$ cat src/rtl/clock_mode_ctrl.sv
// clock_mode_ctrl: hh:mm:ss timekeeping, alarm registers, button-driven
// set-mode FSM and alarm ring/snooze sequencing for the 6-digit BCD clock.
//
// Optional feature macro: SNOOZE_EN
//   defined   -> btn_snooze silences an active ring for SNOOZE_SECS, then re-rings
//   undefined -> btn_snooze ignored, no snooze counter; a ring ends only by
//                RING_SECS expiry or alarm_en=0
//
// state       | meaning
// ------------+-----------------------------------------------------------
// ST_RUN      | normal timekeeping, time shown, inc ignored
// ST_SET_HR   | time frozen, inc bumps time hours, hours blink
// ST_SET_MIN  | time frozen, inc bumps time minutes, minutes blink
// ST_SET_AHR  | time runs, alarm shown, inc bumps alarm hours
// ST_SET_AMIN | time runs, alarm shown, inc bumps alarm minutes

module clock_mode_ctrl #(
  parameter int unsigned RING_SECS   = 60,
  parameter int unsigned SNOOZE_SECS = 300,
  parameter int unsigned ALM_RST_HR  = 6
) (
  input  logic       clk_1hz,
  input  logic       reset,
  input  logic       btn_mode,
  input  logic       btn_inc,
  input  logic       btn_snooze,
  input  logic       alarm_en,
  output logic [3:0] disp_hours_M,
  output logic [3:0] disp_hours_L,
  output logic [3:0] disp_mins_M,
  output logic [3:0] disp_mins_L,
  output logic [3:0] disp_secs_M,
  output logic [3:0] disp_secs_L,
  output logic [5:0] blink_mask,
  output logic [2:0] mode,
  output logic       alarm_ring
);

  typedef enum logic [2:0] {
    ST_RUN      = 3'd0,
    ST_SET_HR   = 3'd1,
    ST_SET_MIN  = 3'd2,
    ST_SET_AHR  = 3'd3,
    ST_SET_AMIN = 3'd4
  } state_t;

  localparam logic [7:0] ALM_RST_BCD = {4'(ALM_RST_HR / 10), 4'(ALM_RST_HR % 10)};
  localparam logic [7:0] RING_LOAD   = 8'(RING_SECS);
  localparam logic [9:0] SNOOZE_LOAD = 10'(SNOOZE_SECS);

  // Two-digit BCD increment wrapping 23 -> 00.
  function automatic logic [7:0] bcd_inc_hr(input logic [7:0] v);
    if (v == 8'h23)
      return 8'h00;
    else if (v[3:0] == 4'd9)
      return {v[7:4] + 4'd1, 4'd0};
    else
      return {v[7:4], v[3:0] + 4'd1};
  endfunction

  // Two-digit BCD increment wrapping 59 -> 00.
  function automatic logic [7:0] bcd_inc_60(input logic [7:0] v);
    if (v == 8'h59)
      return 8'h00;
    else if (v[3:0] == 4'd9)
      return {v[7:4] + 4'd1, 4'd0};
    else
      return {v[7:4], v[3:0] + 4'd1};
  endfunction

  state_t     state_q, state_nxt;
  logic       mode_q, inc_q;
  logic       mode_press, inc_press;
  logic [7:0] hr_q, mn_q, sc_q;
  logic [7:0] al_hr_q, al_mn_q;
  logic [7:0] ring_cnt_q;
  logic       ring_q;
  logic       alarm_match;
  logic [23:0] disp_bcd;

  // A press is a 0->1 transition; mode wins over a simultaneous inc.
  assign mode_press  = btn_mode & ~mode_q;
  assign inc_press   = btn_inc & ~inc_q & ~mode_press;
  assign alarm_match = (hr_q == al_hr_q) && (mn_q == al_mn_q) && (sc_q == 8'h00);

  // Button history for edge detection.
  always_ff @(posedge clk_1hz or posedge reset) begin
    if (reset) begin
      mode_q <= 1'b0;
      inc_q  <= 1'b0;
    end else begin
      mode_q <= btn_mode;
      inc_q  <= btn_inc;
    end
  end

  // Mode FSM state register.
  always_ff @(posedge clk_1hz or posedge reset) begin
    if (reset)
      state_q <= ST_RUN;
    else
      state_q <= state_nxt;
  end

  // Mode FSM next state: each mode press steps to the next edit field.
  always_comb begin
    state_nxt = state_q;
    case (state_q)
      ST_RUN:      if (mode_press) state_nxt = ST_SET_HR;
      ST_SET_HR:   if (mode_press) state_nxt = ST_SET_MIN;
      ST_SET_MIN:  if (mode_press) state_nxt = ST_SET_AHR;
      ST_SET_AHR:  if (mode_press) state_nxt = ST_SET_AMIN;
      ST_SET_AMIN: if (mode_press) state_nxt = ST_RUN;
      default:     state_nxt = ST_RUN;
    endcase
  end

  // Time register: runs outside the time-edit states, edited while frozen.
  always_ff @(posedge clk_1hz or posedge reset) begin
    if (reset) begin
      hr_q <= 8'h00;
      mn_q <= 8'h00;
      sc_q <= 8'h00;
    end else begin
      case (state_q)
        ST_RUN, ST_SET_AHR, ST_SET_AMIN: begin
          sc_q <= bcd_inc_60(sc_q);
          if (sc_q == 8'h59) begin
            mn_q <= bcd_inc_60(mn_q);
            if (mn_q == 8'h59)
              hr_q <= bcd_inc_hr(hr_q);
          end
        end
        ST_SET_HR: begin
          if (inc_press)
            hr_q <= bcd_inc_hr(hr_q);
        end
        ST_SET_MIN: begin
          // Leaving minute edit restarts the minute from :00.
          if (mode_press)
            sc_q <= 8'h00;
          else if (inc_press)
            mn_q <= bcd_inc_60(mn_q);
        end
        default: ;
      endcase
    end
  end

  // Alarm time register, edited in the alarm set states.
  always_ff @(posedge clk_1hz or posedge reset) begin
    if (reset) begin
      al_hr_q <= ALM_RST_BCD;
      al_mn_q <= 8'h00;
    end else if (inc_press) begin
      if (state_q == ST_SET_AHR)
        al_hr_q <= bcd_inc_hr(al_hr_q);
      else if (state_q == ST_SET_AMIN)
        al_mn_q <= bcd_inc_60(al_mn_q);
    end
  end

`ifdef SNOOZE_EN
  logic       snooze_q;
  logic       snooze_press;
  logic [9:0] snz_cnt_q;

  assign snooze_press = btn_snooze & ~snooze_q;

  // Snooze button history.
  always_ff @(posedge clk_1hz or posedge reset) begin
    if (reset)
      snooze_q <= 1'b0;
    else
      snooze_q <= btn_snooze;
  end

  // Ring/snooze sequencer; alarm_en low clears everything first.
  always_ff @(posedge clk_1hz or posedge reset) begin
    if (reset) begin
      ring_q     <= 1'b0;
      ring_cnt_q <= 8'd0;
      snz_cnt_q  <= 10'd0;
    end else if (!alarm_en) begin
      ring_q     <= 1'b0;
      ring_cnt_q <= 8'd0;
      snz_cnt_q  <= 10'd0;
    end else if (ring_q) begin
      if (snooze_press) begin
        ring_q     <= 1'b0;
        ring_cnt_q <= 8'd0;
        snz_cnt_q  <= SNOOZE_LOAD;
      end else if (ring_cnt_q == 8'd1) begin
        ring_q     <= 1'b0;
        ring_cnt_q <= 8'd0;
      end else begin
        ring_cnt_q <= ring_cnt_q - 8'd1;
      end
    end else if (snz_cnt_q != 10'd0) begin
      snz_cnt_q <= snz_cnt_q - 10'd1;
      if (snz_cnt_q == 10'd1) begin
        ring_q     <= 1'b1;
        ring_cnt_q <= RING_LOAD;
      end
    end else if (alarm_match) begin
      ring_q     <= 1'b1;
      ring_cnt_q <= RING_LOAD;
    end
  end
`else
  logic unused_snooze;
  assign unused_snooze = &{btn_snooze, SNOOZE_LOAD};

  // Ring sequencer; alarm_en low clears the ring first.
  always_ff @(posedge clk_1hz or posedge reset) begin
    if (reset) begin
      ring_q     <= 1'b0;
      ring_cnt_q <= 8'd0;
    end else if (!alarm_en) begin
      ring_q     <= 1'b0;
      ring_cnt_q <= 8'd0;
    end else if (ring_q) begin
      if (ring_cnt_q == 8'd1) begin
        ring_q     <= 1'b0;
        ring_cnt_q <= 8'd0;
      end else begin
        ring_cnt_q <= ring_cnt_q - 8'd1;
      end
    end else if (alarm_match) begin
      ring_q     <= 1'b1;
      ring_cnt_q <= RING_LOAD;
    end
  end
`endif

  // Display source and blink mask follow the current edit state.
  always_comb begin
    disp_bcd   = {hr_q, mn_q, sc_q};
    blink_mask = 6'b000000;
    case (state_q)
      ST_SET_HR:   blink_mask = 6'b110000;
      ST_SET_MIN:  blink_mask = 6'b001100;
      ST_SET_AHR: begin
        disp_bcd   = {al_hr_q, al_mn_q, 8'h00};
        blink_mask = 6'b110000;
      end
      ST_SET_AMIN: begin
        disp_bcd   = {al_hr_q, al_mn_q, 8'h00};
        blink_mask = 6'b001100;
      end
      default: ;
    endcase
  end

  assign {disp_hours_M, disp_hours_L, disp_mins_M, disp_mins_L, disp_secs_M, disp_secs_L} = disp_bcd;
  assign mode       = state_q;
  assign alarm_ring = ring_q;

endmodule

$ cat config.mk
export PLATFORM = sky130hd
export DESIGN_NAME = clock_mode_ctrl
export DESIGN_NICKNAME = d
export VERILOG_FILES = /design/src/rtl/clock_mode_ctrl.sv
export SDC_FILE = /design/constraint.sdc
export NUM_CORES = 1
export LEC_CHECK = 0
export CORE_UTILIZATION = 57
export DETAILED_ROUTE_END_ITERATION = 16
export GPL_TIMING_DRIVEN = 0
export MAX_ROUTING_LAYER = met4
export PLACE_DENSITY = 0.86
export SLEW_MARGIN = 20
export SYNTH_ARGS = -nofsm -noshare
export SYNTH_HDL_FRONTEND = slang
export SYNTH_SLANG_ARGS = --single-unit
$ cat constraint.sdc
create_clock -name clk_1hz -period 2.2 [get_ports clk_1hz]
set_input_delay 0.44 -clock clk_1hz [delete_from_list [all_inputs] [get_ports clk_1hz]]
set_output_delay 0.44 -clock clk_1hz [all_outputs]
set_load 0.05 [all_outputs]
==> summary.txt, run 1 <==
Layout
  • Most frequent cells in the layout: dfrtp_1 (48), nand2_1 (32), o21ai_0 (31), buf_4 (29)
  • Share of cells above drive strength 1: a little under a quarter
  • Filler cell count: ~440
  • Multi-input gate area in the final layout: about 0.0022 mm2
  • Register cell area after layout: 0.001359 mm2
  • Number of nets in the finished design: 480
  • Synthesis-to-finish area growth: 25.95%
  • Antenna diode count: 0
  • Final Core Density: 75.15%
  • Most frequent standard cell in the layout excluding fill and tap cells: dfrtp_1
  • Final cell count without fillers: 528

Worst setup path
  • Sort of element at the start of the critical path: register
  • Slowest CP cell: dfrtp_2
  • Worst setup path category: reg -> out
  • Largest stage delay, worst path: about 0.45 ns
  • Top Family by Delay on Critical Path: flip-flops
  • Reg2Reg Depth: 7
  • Required @ worst endpoint: between 1.5 and 2 ns
  • R2R setup slack: about 0.070 ns
  • RR Startpoint: mn_q[1]
  • Number of buffers and inverters on the critical path: 2
  • Data arrival at the endpoint of the critical path: ~1.9 ns
  • Critical path cell sequence: and3b_2 -> a21oi_4 -> buf_6 -> mux2_4 -> buf_8
  • Critical path endpoint category: output port
  • Endpoint of the most critical register-to-register path: hr_q[5]
  • Max Fanout on Critical Path: 7

Drt
  • Routed wire length per instance: approximately 17 um
  • Vias per inst: 5.936
  • Routed WL: approximately 9000 um
  • Router iterations before antenna repair: 4
  • Via count of the routed design: approximately 3100
  • Drt first-iter violations: slightly below 200
  • Number of nets with antenna violations after detailed routing: 0
  • DRC viols: 0

Logic synthesis
  • Syn Area/Cell: approximately 9.0 um2
  • Largest family of logic cells by synthesized area: simple AND/OR/NAND/NOR gates
  • Async set or reset register ratio after synthesis: 100.0%
  • Share of the synthesized area in compound gates (AO/OA/AOI/OAI): between 10% and 20%
  • Proportion of synthesized chip area in sequential cells: between 30% and 40%
  • Mapped cell area: 0.003553 mm2
  • Post-synthesis xor/xnor area fraction: a little over 5%
  • Top cell type by total area after synthesis: dfrtp_1
  • Post-synth EDFFs: 0
  • Number of library cell types mapped by synthesis: 50
  • Flip-flop and latch count after synthesis: 54
  • Top cells by area, synth: dfrtp_1 (37%), ha_1 (7.7%), o21ai_0 (5.2%)
  • Count of synthesis-stage warnings from yosys: 0
  • Gate Count Post-Synth: around 400
  • Most common flop cell mapped by yosys: dfrtp_1
  • Simple-gate area share of the yosys netlist: 24.47%
  • Synth top area share: 36.62%
  • Multiplexer share of the synthesized area: about 4.7%
  • Adder and majority cell fraction of the synthesized area: between 7 and 8%

Timing
  • Min cycle time layout: around 2.3 ns
  • Peak clock frequency supported by timing: between 400 and 500 MHz
  • Count of pins over their slew limit: 0
  • Period utilisation layout: 106.3%
  • Final Hold Viols: 0
  • Normalized max-slew margin: 54.43%
  • Worst hold-check slack: 0.5302 ns
  • Final Skew: 0.006751 ns
  • Transition time of the tightest slew-check pin: between 0.6 and 0.7 ns
  • Post-route setup slack: -0.1384 ns
  • Setup TNS: -1.909 ns
  • Setup violators final: 24
  • RSZ-0062 raised after global routing: yes

Pwr
  • Largest voltage drop on the vdd net: roughly 0.0011 V
  • Leakage component of the power: 2.082 nW
  • Total power per unit cell area: between 1000 and 1500 mW/mm2

Floorplan
  • Floorplan die area: 0.006554 mm2
  • Starting utilization of the core area: 59.66%
  • CORE AREA: a little under 0.006 mm2
  • Die W: just over 80 um
  • Die H: ~81 um
  • Rows: 28
  • Top-level port count: 40

Worst hold path
  • Hold Crit Start: mode[2]
  • Number of cells on the worst hold path: 1
  • Worst hold path endpoint: mode[0]
  • Hold Crit Class: reg -> reg

Global route
  • Total global routing overflow: 0
  • Maximum number of pins on one net before global-route repair: 55
  • First-pass GRT wire length: approximately 14000 um
  • Initial antenna violation count: 0
  • Number of global-route vias before repair: 2917
  • Total Routing Usage GR: around 28%

Placement
  • Sum of net half-perimeters after detailed placement: 5757 um
  • Placer congestion estimate: around 0.84
  • Count of buffers from port buffering: 36
  • Total instance count after detailed placement: around 500

Run
  • # Max-Cap Violations: 0

CTS
  • Buffers from clock root to sink, at most: 2
  • CTS clock-pin slew for the worst setup and hold paths: ~0.1 ns
  • Number of CTS-inserted buffers: 5
  • Clock root buffer: clkbuf_8
  • Number of hold buffers added after CTS: 0
  • CTS H-Tree Depth: 2
  • Latest clock arrival within the worst-skew pair: roughly 0.31 ns
  • Sinks on Clock Net: 54
  • TritonCTS clock tree: yes

Outcome
  • Run status: complete, but fails checks
  • Failing checks: setup timing
registers in the layout (all words and copies together), names as in the netlist:
| signal | flops |
|---|---|
| al_mn_q | 8 |
| mode_q | 1 |
| al_hr_q | 8 |
| mn_q | 8 |
| sc_q | 8 |
| alarm_ring | 1 |
| inc_q | 1 |
| hr_q | 8 |
| mode | 3 |
| ring_cnt_q | 8 |
cells in the mapped netlist (3+ instances only):
master	n
a21o_1	5
dfrtp_1	52
and2_1	10
and3_1	7
clkbuf_1	7
nand3b_1	8
nand2b_1	9
o21a_1	6
nor2_1	21
xor2_1	19
o21ai_0	37
o31ai_1	5
and3b_1	6
nor2b_1	6
buf_4	5
o22ai_1	4
mux2_2	13
o41ai_1	3
nor3_1	13
inv_1	23
nand4_1	3
nand2_1	32
or3_1	3
clkbuf_2	4
nor4_1	7
a21oi_1	15
nand3_1	18
ha_1	22
stage by stage:
step | total power, mW | cell area, um2 | setup WS [ns]
3_3_place_gp | 4.596 | 4138 | -0.7411
3_5_place_dp | 4.693 | 4140 | -0.7117
4_1_cts | 5.582 | 4344 | -0.1638
2_1_floorplan | 3.831 | 3684 | -0.04075
6_report | 5.880 | 4476 | -0.1384
5_1_grt | 6.147 | 4476 | -0.1892
final cells by class:
class / instances / share of cell area (%)
Inverter: 23 / 1.985
Timing Repair Buffer: 53 / 11.83
Buffer: 15 / 2.348
Clock inverter: 1 / 0.6710
Multi-Input combinational cell: 300 / 48.78
Tap cell: 75 / 2.097
Sequential cell: 54 / 30.36
Clock buffer: 7 / 1.929
worst register-to-register path: cells and delay by family (launching register included):
family,cells,cell delay [ns]
AOI/OAI and AO/OA,3,0.76
and+or+nand+nor,2,0.56
DFF,1,0.45
adders and majority gates,1,0.17
buffers and inverters,1,0.08
where the power goes:
group | total [mW] | switching [mW] | internal, mW | leakage (nW)
logic | 3.60 | 2.18 | 1.43 | 1.36
clock network | 0.712 | 0.340 | 0.372 | 0.0585
registers | 1.57 | 0.343 | 1.22 | 0.668
metal layers:
metal  track usage (%)  up-vias  share of wire, %
met4             9.107        0               1.5
met3             4.382       12               4.6
met5                 -        -                 0
li1                  -     1498                 -
met2             45.97       86                51
met1             35.27     1538                43
kinds of logic after synthesis:
group,count (synthesis)
other,1
adders and majority gates,22
buffers and inverters,41
xor gates and xnor gates,21
AOI/OAI and AO/OA,85
DFF,54
and+or+nand+nor,155
muxes,15
how the worst max path moves through the flow:
stage,startpoint,depth (start not counted),slack (ns),end
final,mode[2],5,-0.14,disp_mins_L[3]
after global routing,mode[2],5,-0.19,disp_mins_L[3]
after CTS,mode[2],6,-0.16,disp_mins_M[0]
after detailed placement,mode[0],7,-0.71,disp_mins_L[1]
after global placement,reset,2,-0.74,mode[0]
after floorplan,mode[2],5,-0.04,disp_hours_M[3]
repair_timing:
item,CTS,global route
gates resized for setup,186,15
setup buffers,5,10
gates cloned,1,1
pin swaps,1,1
hold endpoints to repair,0,0
endpoints found under the setup margin,30,28
Note: power is estimated with default switching activity, not from simulation.
==> inputs of run 2 (changes only) <==
--- a/config.mk
+++ b/config.mk
@@ -5,7 +5,9 @@
 export SDC_FILE = /design/constraint.sdc
 export NUM_CORES = 1
 export LEC_CHECK = 0
+export CORE_MARGIN = 2
 export CORE_UTILIZATION = 57
+export CTS_CLUSTER_DIAMETER = 80
 export DETAILED_ROUTE_END_ITERATION = 16
 export GPL_TIMING_DRIVEN = 0
 export MAX_ROUTING_LAYER = met4
==> summary.txt, run 2 (synthesis results as in run 1) <==
Outcome
  • Run status: complete, but fails checks (unchanged)
  • Failing checks: setup timing (unchanged)

Timing
  • Normalized max-slew margin: 55.39% (was 54.43%)
  • Worst hold-check slack: 0.5537 ns (was 0.5302 ns)
  • Min cycle time layout: 2.332 ns (was 2.338 ns)
  • Peak clock frequency supported by timing: 428.9 MHz (was 427.6 MHz)
  • Setup violators final: 24 (unchanged)
  • Post-route setup slack: -0.1316 ns (was -0.1384 ns)
  • Final Hold Viols: 0 (unchanged)
  • RSZ-0062 raised after global routing: yes (unchanged)
  • Period utilisation layout: 106.0% (was 106.3%)
  • Final Skew: 0.01110 ns (was 0.006751 ns)
  • Count of pins over their slew limit: 0 (unchanged)
  • Transition time of the tightest slew-check pin: 0.6692 ns (was 0.6836 ns)

Global route
  • Total global routing overflow: 0 (unchanged)
  • First-pass GRT wire length: 14410 um (was 13680 um)
  • Total Routing Usage GR: 25.87% (was 27.98%)
  • Number of global-route vias before repair: 2990 (was 2917)
  • Initial antenna violation count: 0 (unchanged)
  • Maximum number of pins on one net before global-route repair: 55 (unchanged)

Drt
  • DRC viols: 0 (unchanged)
  • Router iterations before antenna repair: 5 (was 4)
  • Routed wire length per instance: 16.41 um (was 17.01 um)
  • Number of nets with antenna violations after detailed routing: 0 (unchanged)
  • Drt first-iter violations: 170 (was 196)
  • Vias per inst: 5.896 (was 5.936)
  • Via count of the routed design: 3119 (was 3134)
  • Routed WL: 8680 um (was 8980 um)

Layout
  • Antenna diode count: 0 (unchanged)
  • Final Core Density: 76.43% (was 75.15%)
  • Most frequent standard cell in the layout excluding fill and tap cells: dfrtp_1 (unchanged)
  • Share of cells above drive strength 1: 24.01% (was 23.62%)
  • Most frequent cells in the layout: dfrtp_1 (49), o21ai_0 (31), nand2_1 (30), inv_1 (22), ha_1 (22) (was dfrtp_1 (48), nand2_1 (32), o21ai_0 (31), buf_4 (29))
  • Number of nets in the finished design: 481 (was 480)
  • Filler cell count: 434 (was 435)
  • Non-Filler Cell Area, Final: 0.004552 mm2 (was 0.004476 mm2)
  • Synthesis-to-finish area growth: 28.10% (was 25.95%)

CTS
  • TritonCTS clock tree: yes (unchanged)
  • Buffers from clock root to sink, at most: 2 (unchanged)
  • Number of hold buffers added after CTS: 0 (unchanged)
  • Clock root buffer: clkbuf_8 (unchanged)
  • CTS H-Tree Depth: 2 (unchanged)
  • Latest clock arrival within the worst-skew pair: 0.31 ns (about the same)
  • CTS clock-pin slew for the worst setup and hold paths: 0.10 ns (about the same)
  • Number of CTS-inserted buffers: 5 (unchanged)
  • Sinks on Clock Net: 54 (unchanged)

Worst setup path
  • Max Fanout on Critical Path: 5 (was 7)
  • Worst setup path category: reg -> out (unchanged)
  • Data arrival at the endpoint of the critical path: 1.89 ns (was 1.90 ns)
  • Required @ worst endpoint: 1.76 ns (about the same)
  • Critical path cell sequence: and3b_2 -> a21oi_4 -> buf_6 -> mux2_4 -> buf_8 (unchanged)
  • Critical path endpoint category: output port (unchanged)
  • Sort of element at the start of the critical path: register (unchanged)
  • Number of buffers and inverters on the critical path: 2 (unchanged)
  • Slowest CP cell: dfrtp_2 (unchanged)
  • Largest stage delay, worst path: 0.44 ns (was 0.45 ns)
  • Top Family by Delay on Critical Path: flip-flops (unchanged)

Placement
  • Count of buffers from port buffering: 36 (unchanged)
  • Post-placement worst setup slack: -0.7415 ns (was -0.7117 ns)
  • Sum of net half-perimeters after detailed placement: 5635 um (was 5757 um)
  • Placer congestion estimate: 0.8896 (was 0.8354)
  • Dpl cell area: 0.004140 mm2 (unchanged)

Run
  • # Max-Cap Violations: 0 (unchanged)

Pwr
  • Internal power: 3.000 mW (was 3.020 mW)
  • Clock share of power: 10.1% (was 12.1%)
  • Part of the power in registers: 26.9% (was 26.6%)
  • Switching power summed over all nets: 2.847 mW (was 2.859 mW)
  • Total power per unit cell area: 1284 mW/mm2 (was 1314 mW/mm2)
  • Largest voltage drop on the vdd net: 0.001051 V (was 0.001127 V)
  • Switching share of power: 48.69% (was 48.63%)
  • Leakage component of the power: 2.087 nW (was 2.082 nW)
  • Gate power share: 63.1% (was 61.3%)

Floorplan
  • Die H: 82.96 um (was 80.96 um)
  • Rows: 28 (unchanged)
  • Top-level port count: 40 (unchanged)
  • Die W: 82.96 um (was 80.96 um)
  • Floorplan die area: 0.006882 mm2 (was 0.006554 mm2)
  • CORE AREA: 0.005956 mm2 (unchanged)
  • Starting utilization of the core area: 59.66% (unchanged)

Worst hold path
  • Hold Crit Class: reg -> reg (unchanged)
-- run 2: cell types whose count changed in the layout (fill, tap and decap cells not counted), sizes merged --
cell	before	now
buf	50	52
bufinv	1	0
clkbuf	15	13
clkdlybuf4s15	0	2
clkinv	0	1
dlymetal6s2s	1	0
-- run 2: power groups by stage --
stage	Clock [mW]	Combinational [mW]	Sequential, mW
2_1_floorplan	0	2.28	1.55
3_3_place_gp	0	3.04	1.56
3_5_place_dp	0	3.12	1.57
4_1_cts	0.595	3.40	1.56
5_1_grt	0.640	3.92	1.61
6_report	0.588	3.69	1.57
-- run 2: path summary, 6_finish.rpt --
kind                       startpoint        endpoint  slack [ns]  cells after the start
max in group asynchronous       reset         mode[0]        1.14                      2
hold reg to reg               hr_q[7]         hr_q[7]        0.55                      1
hold / removal                hr_q[7]         hr_q[7]        0.55                      1
setup / recovery              mode[2]  disp_mins_L[0]       -0.13                      5
min in group asynchronous       reset         mn_q[1]        0.59                      2
setup reg to reg              mode[0]      al_mn_q[7]        0.12                      7
-- run 2: through the flow --
step                cells  total power, mW  TNS (ns)
global route          529            6.169    -3.576
global placement      506            4.600    -45.42
finish                529            5.847    -1.885
floorplan             395            3.831   -0.2037
detailed placement    506            4.697    -16.60
CTS                   521            5.548    -3.166
-- run 2: worst register-to-register path, cell delays in order (launching register included) --
cell     delay, ns
dfrtp_2       0.43
buf_4         0.16
nor2_8        0.14
buf_12        0.13
nand4_4       0.12
or3_1         0.45
or4_1         0.49
o21ai_0       0.08
-- run 2: layout make-up --
cell class | count | area [um2] | area share [%]
plain buffers | 14 | 97.59 | 2.144
inverters | 23 | 88.84 | 1.952
clock buffers | 7 | 86.33 | 1.897
multi-input cells | 300 | 2197 | 48.27
clock inverters | 1 | 5.005 | 0.1100
flip-flops and latches | 54 | 1358 | 29.82
repair buffers | 55 | 625.6 | 13.74
well taps | 75 | 93.84 | 2.062
-- run 2: layer usage --
metal / routed length, um / share of wire (%) / global-route usage (%)
met3: 400 / 4.6 / 4.274
met5: 0 / 0 / -
met1: 3748 / 43 / 34.32
met2: 4315 / 50 / 40.91
met4: 215 / 2.5 / 8.048
-- run 2: timing repair --
action / in CTS / in global routing
setup buffers: 6 / 12
resized for setup: 202 / 24
gates cloned: 2 / 0
pin swaps: 0 / 3
setup endpoints to repair: 28 / 32
